<file path="src/rtl/subleq_sub_pipe.sv">
// SUBLEQ subtract unit: two-stage valid/ready pipeline computing
// in_b - in_a with signed overflow flag, optional saturation, a
// "result <= 0" branch flag and a saturating overflow event counter.
//
// Ports:
//   clk, rst_n              clock, async active-low reset
//   in_valid/in_ready       operand handshake, in_a (subtrahend), in_b (minuend)
//   out_valid/out_ready     result handshake, out_diff, out_ovf, out_leq
//   ovf_clr                 synchronous clear of ovf_count
//   ovf_count               overflowed results delivered (sticks at all-ones)
module subleq_sub_pipe #(
    parameter int WIDTH  = 8,
    parameter int SAT_EN = 0,
    parameter int CNT_W  = 8
) (
    input  logic             clk,
    input  logic             rst_n,
    input  logic             in_valid,
    output logic             in_ready,
    input  logic [WIDTH-1:0] in_a,
    input  logic [WIDTH-1:0] in_b,
    output logic             out_valid,
    input  logic             out_ready,
    output logic [WIDTH-1:0] out_diff,
    output logic             out_ovf,
    output logic             out_leq,
    input  logic             ovf_clr,
    output logic [CNT_W-1:0] ovf_count
);

    localparam logic [WIDTH-1:0] MOST_NEG = {1'b1, {(WIDTH-1){1'b0}}};
    localparam logic [WIDTH-1:0] MOST_POS = {1'b0, {(WIDTH-1){1'b1}}};
    localparam logic [CNT_W-1:0] CNT_MAX  = {CNT_W{1'b1}};

    // S1: captured operands
    logic             s1_vld_q, s1_vld_d;
    logic [WIDTH-1:0] a_q, a_d;
    logic [WIDTH-1:0] b_q, b_d;

    // S2: computed result
    logic             s2_vld_q, s2_vld_d;
    logic [WIDTH-1:0] diff_q, diff_d;
    logic             ovf_q, ovf_d;
    logic             leq_q, leq_d;

    logic [CNT_W-1:0] cnt_q, cnt_d;

    logic             in_xfer;
    logic             out_xfer;
    logic             s2_load;
    logic [WIDTH-1:0] raw;
    logic             raw_ovf;
    logic [WIDTH-1:0] res;

    // Result datapath from the S1 operands
    always_comb begin
        raw     = b_q - a_q;
        // Overflow only possible when operand signs differ; it shows up
        // as the result sign disagreeing with the minuend sign.
        raw_ovf = (a_q[WIDTH-1] != b_q[WIDTH-1]) &&
                  (raw[WIDTH-1] != b_q[WIDTH-1]);
        res     = raw;
        if (SAT_EN != 0 && raw_ovf) begin
            res = b_q[WIDTH-1] ? MOST_NEG : MOST_POS;
        end
    end

    // Handshake: S2 frees up in the same cycle its result is taken,
    // which lets in_ready depend combinationally on out_ready.
    always_comb begin
        out_xfer = s2_vld_q && out_ready;
        s2_load  = s1_vld_q && (!s2_vld_q || out_ready);
        in_ready = !s1_vld_q || s2_load;
        in_xfer  = in_valid && in_ready;
    end

    always_comb begin
        s1_vld_d = s1_vld_q;
        a_d      = a_q;
        b_d      = b_q;
        if (in_xfer) begin
            s1_vld_d = 1'b1;
            a_d      = in_a;
            b_d      = in_b;
        end else if (s2_load) begin
            s1_vld_d = 1'b0;
        end
    end

    always_comb begin
        s2_vld_d = s2_vld_q;
        diff_d   = diff_q;
        ovf_d    = ovf_q;
        leq_d    = leq_q;
        if (s2_load) begin
            s2_vld_d = 1'b1;
            diff_d   = res;
            ovf_d    = raw_ovf;
            leq_d    = res[WIDTH-1] || (res == '0);
        end else if (out_xfer) begin
            s2_vld_d = 1'b0;
        end
    end

    // Clear wins over a same-cycle increment
    always_comb begin
        cnt_d = cnt_q;
        if (ovf_clr) begin
            cnt_d = '0;
        end else if (out_xfer && ovf_q && cnt_q != CNT_MAX) begin
            cnt_d = cnt_q + 1'b1;
        end
    end

    always_ff @(posedge clk or negedge rst_n) begin
        if (!rst_n) begin
            s1_vld_q <= 1'b0;
            a_q      <= '0;
            b_q      <= '0;
            s2_vld_q <= 1'b0;
            diff_q   <= '0;
            ovf_q    <= 1'b0;
            leq_q    <= 1'b0;
            cnt_q    <= '0;
        end else begin
            s1_vld_q <= s1_vld_d;
            a_q      <= a_d;
            b_q      <= b_d;
            s2_vld_q <= s2_vld_d;
            diff_q   <= diff_d;
            ovf_q    <= ovf_d;
            leq_q    <= leq_d;
            cnt_q    <= cnt_d;
        end
    end

    assign out_valid = s2_vld_q;
    assign out_diff  = diff_q;
    assign out_ovf   = ovf_q;
    assign out_leq   = leq_q;
    assign ovf_count = cnt_q;

endmodule

</file>
<file path="config.mk">
export PLATFORM = sky130hd
export DESIGN_NAME = subleq_sub_pipe
export DESIGN_NICKNAME = d
export VERILOG_FILES = /design/src/rtl/subleq_sub_pipe.sv
export SDC_FILE = /design/constraint.sdc
export NUM_CORES = 1
export LEC_CHECK = 0
export CAP_MARGIN = 10
export CORE_MARGIN = 2
export CORE_UTILIZATION = 40
export DETAILED_ROUTE_END_ITERATION = 6
export GPL_ROUTABILITY_DRIVEN = 0
export PLACE_DENSITY = 0.68
export SLEW_MARGIN = 20
export SYNTH_ARGS = -nofsm -noshare
export SYNTH_HDL_FRONTEND = slang
export SYNTH_SLANG_ARGS = --single-unit
</file>
<file path="constraint.sdc">
create_clock -name clk -period 2.03 [get_ports clk]
set_input_delay 0.406 -clock clk [delete_from_list [all_inputs] [get_ports clk]]
set_output_delay 0.406 -clock clk [all_outputs]
set_load 0.05 [all_outputs]
</file>
---- Word level (Yosys, flattened, before mapping) ----
Index checks and enable logic that the tools add are counted.
word-level totals
  register bits after elaboration ......... 36
  output and inout bits ................... 20
  word-level logic and storage cells ...... 34
cells by class
  add/sub/neg operators ................... 2
  equal/unequal tests ..................... 3
  mux-type cells .......................... 6
  reduce and logical (&&, ||, !) cells .... 15
operators by type and width
  operator                                      number
  two-way mux 8 bit                             2
  adder 8 x 1 -> 8 bit, second input constant   1
  zero test 8 bit                               1
  inequality test 8 bit, second input constant  1
  subtractor 8 bit                              1
  logical AND 1 bit                             6
  nonzero test 2 bit                            3
  two-way mux 1 bit                             4
  logical OR 1 bit                              3
  zero test 1 bit                               2
  inequality test 1 bit                         2

---- Longest topological paths before layout ----
  word-level depth ........................ 6
  gate-level depth with buffers ........... 9

---- Worst setup path after synthesis ----
OpenSTA, ideal clock, no wires.
  path kind ............................... register to register
  start point ............................. register s2_vld_q, in the netlist out_valid
  end point ............................... register a_q[0]
  setup time .............................. 125 ps
  arrival time ............................ 2116 ps
  data required time ...................... 1905 ps
  path slack .............................. -211 ps
  cell stages (with the launch flop) ...... 5
  clock period less this slack ............ 2241 ps
  path through ............................ dfrtp_1 -> nand3b_1 -> nand2_2 -> buf_4 -> mux2_2
on the way
  longest elaborated chain between the ends .. 5
RTL lines
  element                 line  text
  start, declared         41    logic s2_vld_q, s2_vld_d;
  start signal, assigned  129   s2_vld_q <= s2_vld_d;
  zero test 1 bit         72    s2_load = s1_vld_q && (!s2_vld_q || out_ready);
  logical OR 1 bit        72
  logical AND 1 bit       72
  logical OR 1 bit        73    in_ready = !s1_vld_q || s2_load;
  named net in_ready      19    output logic in_ready,
  logical AND 1 bit       74    in_xfer = in_valid && in_ready;
  end signal, assigned    118   a_q <= '0;
  end signal, assigned    127   a_q <= a_d;
  end, declared           37    logic [WIDTH-1:0] a_q, a_d;
The timed path passes the listed nets, and every way through them passes these cells.
A chain may end at the register's enable or synchronous reset.

---- Worst setup path after layout ----
  start point ............................. register b_q[0]
  end point ............................... register diff_q[6], in the netlist out_diff[6]
on the way
  longest elaborated chain between the ends .. 1
RTL lines
  element                 line  text
  start, declared         38    logic [WIDTH-1:0] b_q, b_d;
  start signal, assigned  119   b_q <= '0;
  start signal, assigned  128   b_q <= b_d;
  subtractor 8 bit        57    raw = b_q - a_q;
  end signal, assigned    130   diff_q <= diff_d;
  end, declared           42    logic [WIDTH-1:0] diff_q, diff_d;
No other way between the ends.

==> metrics.yaml <==
status: "finished clean"
max_freq_mhz: 505
holdCritPathClass: "flop to flop"
max-clock-path-buffers: 2
synth-seq-cells: 36
p_leak_nw: 1.02
required_ns: 2.20
synth_edf_count: 0
clkSinkCount: 36
cts_tree: "built"
finalPower_mw: 2.52
drv_cap: 0
worst_pin_slew_ns: 0.497
syn_inst: 163
synth_top_area_frac: 0.494
drt-wirelength-per-cell_um: 12.9
grt_setup_unrepaired: "true"
ys.flop_type: "dfrtp_1"
wirelength_mm: 3.43
synthXorXnorAreaFrac: 0.0432
slew_violations: 0
drtAntennaViolNets: 0
syn_area_um2: 1820
antenna_found_initial: 0
synthTopCellsByArea: "dfrtp_1, mux2_2, ha_1, xnor2_1, nor2_1"
ys_warn_count: 0
critPathLaunchType: "flop"
synthMostInstantiatedCell: "dfrtp_1"
cpMostUsedCell: "inv_1"
clk_pin_slew_worst_paths_ns: 0.07
cts_made_buffers: 5
post-route-cell-area_um2: 2410
first_pass_iters: 4
fin_crit_ns: 1.98
path_class: "flop to flop"
yosysTopAreaCell: "dfrtp_1"
overflow: 0
die_x_um: 71.5
hold_viol: 0
grt_pass1_vias: 1342
synth_fa_ha_area_frac: 0.0658
fin_crit_sh: 0.975
syn_to_final_growth_pct: 32.0
finalSetupTns_ns: 0
drive_above_1_share: 0.192
nets: 242
die_h_um: 71.5
route.detailed.drc: 0
cp_slowest_stage_delay_ns: 0.38
synth-simple-area-share: 0.134
fin_ws_ns: 0.0510
dp_slack_ns: -0.0306
muxShareOfSynthArea: 0.134
holdBufCountCts: 0
final_util: 0.549
drtIter0Drc: 57
syn_avg_cell_area_um2: 11.2
dpl.hpwl_mm: 2.72
grt_first_pass_wirelength_mm: 5.80
grt.total_usage: 0.144
end_kind: "flop"
htree_num_levels: 2
hold_ws_ns: 0.490
rows: 24
synthDistinctLibCells: 38
ys_top_cells_by_count: "dfrtp_1, mux2_2, nor2_1"
crit_path_max_fanout: 3
crit_chain: "inv_1, ha_2, inv_1, fa_2, a211oi_2, o21bai_1, a21oi_2, xnor2_1, mux2_2"
grt_start_max_net_pins: 37
dieArea_um2: 5120
num_vias: 1333
io_pins: 41
start_util: 0.416
synth_compound_area_frac: 0.0981
cpMaxStageDelayCell: "dfrtp_1"
setup_viol: 0
place.port_buffers: 40
core-area_um2: 4380
final_cells: 265
antenna_cells: 0
yosysSeqAreaShare: 0.494
placedCellCount: 256
p_per_area_nw_per_um2: 1050
synth_top_family_by_area: "multiplexers"
synthesis.nets: 193
cts-root-buf: "clkbuf_8"
post_dp_cell_area_um2: 2310
ir_drop_uv: 448
clock_latency_ns: 0.28
worstPathArrival_ns: 2.15
viasPerCell: 5.03
max_slew_margin: 0.668
skew_ns: 0.00947
async_reset_ff_frac: 1.00
cells by family after synthesis:
kind of cell	Yosys count
adder cells (fa/ha/maj)	9
buffers and inverters	14
flip-flops	36
AO/OA/AOI/OAI	24
multiplexers	22
XOR/XNOR	9
AND/OR/NAND/NOR	49
per-layer routing:
layer,track usage,routed length (um),part of all wire
met1,0.165,1440,0.42
met2,0.265,1800,0.52
met3,0.0338,161,0.047
met4,0.0440,29,0.0085
met5,0,0,0
state kept, by name, summed over array words and instances (netlist names):
signal	cells
out_diff	8
out_ovf	1
s1_vld_q	1
b_q	8
out_valid	1
out_leq	1
ovf_count	8
a_q	8
power breakdown:
| group | total [mW] | internal (mW) | switching, mW |
|---|---|---|---|
| clock | 0.473 | 0.240 | 0.232 |
| sequential | 0.952 | 0.859 | 0.0931 |
| combinational | 1.10 | 0.448 | 0.650 |
worst max-delay path: cells and delay by family (launching register included):
family	cells	cell delay [ns]
compound gates	3	0.53
xor+xnor	1	0.09
fa+ha+maj	2	0.52
buf+inv	2	0.11
flops	1	0.38
mux	1	0.26
layout by cell type (no fill, tap or decap), drive strengths merged, types with 2 or more instances in the layout:
cell type	instances
ha	8
o211ai	2
nor3	6
clkdlybuf4s50	39
nor2	13
mux2i	3
clkbuf	7
xnor2	7
inv	11
nand4	2
mux2	19
xor2	2
a21oi	3
nor2b	2
buf	6
o21ai	11
nand2b	4
nand2	13
dfrtp	36
nand3	3
layout make-up:
cell class                      instances  area, um2
Sequential cell                        36        902
Inverter                               11       41.3
Clock inverter                          1       5.00
Timing Repair Buffer                   45        448
Multi-Input combinational cell        113        871
Tap cell                               52       65.1
Fill cell                             387       1980
Clock buffer                            7       76.3
final timing paths:
path | startpoint | to | slack (ns) | cells after the start
setup / recovery | b_q[0] | out_diff[6] | 0.05 | 9
max in group asynchronous | rst_n | out_valid | 1.17 | 2
min in group asynchronous | rst_n | a_q[2] | 0.53 | 2
hold / removal | out_diff[0] | out_diff[0] | 0.49 | 2
hold reg to reg | out_diff[0] | out_diff[0] | 0.49 | 2
setup reg to reg | b_q[0] | out_diff[6] | 0.05 | 9
repair_timing:
action / CTS / global route
setup buffers: 0 / 1
pin swaps: 1 / 3
gates resized for setup: 0 / 2
endpoints found under the setup margin: 1 / 2
(Power assumes the default switching activity.)
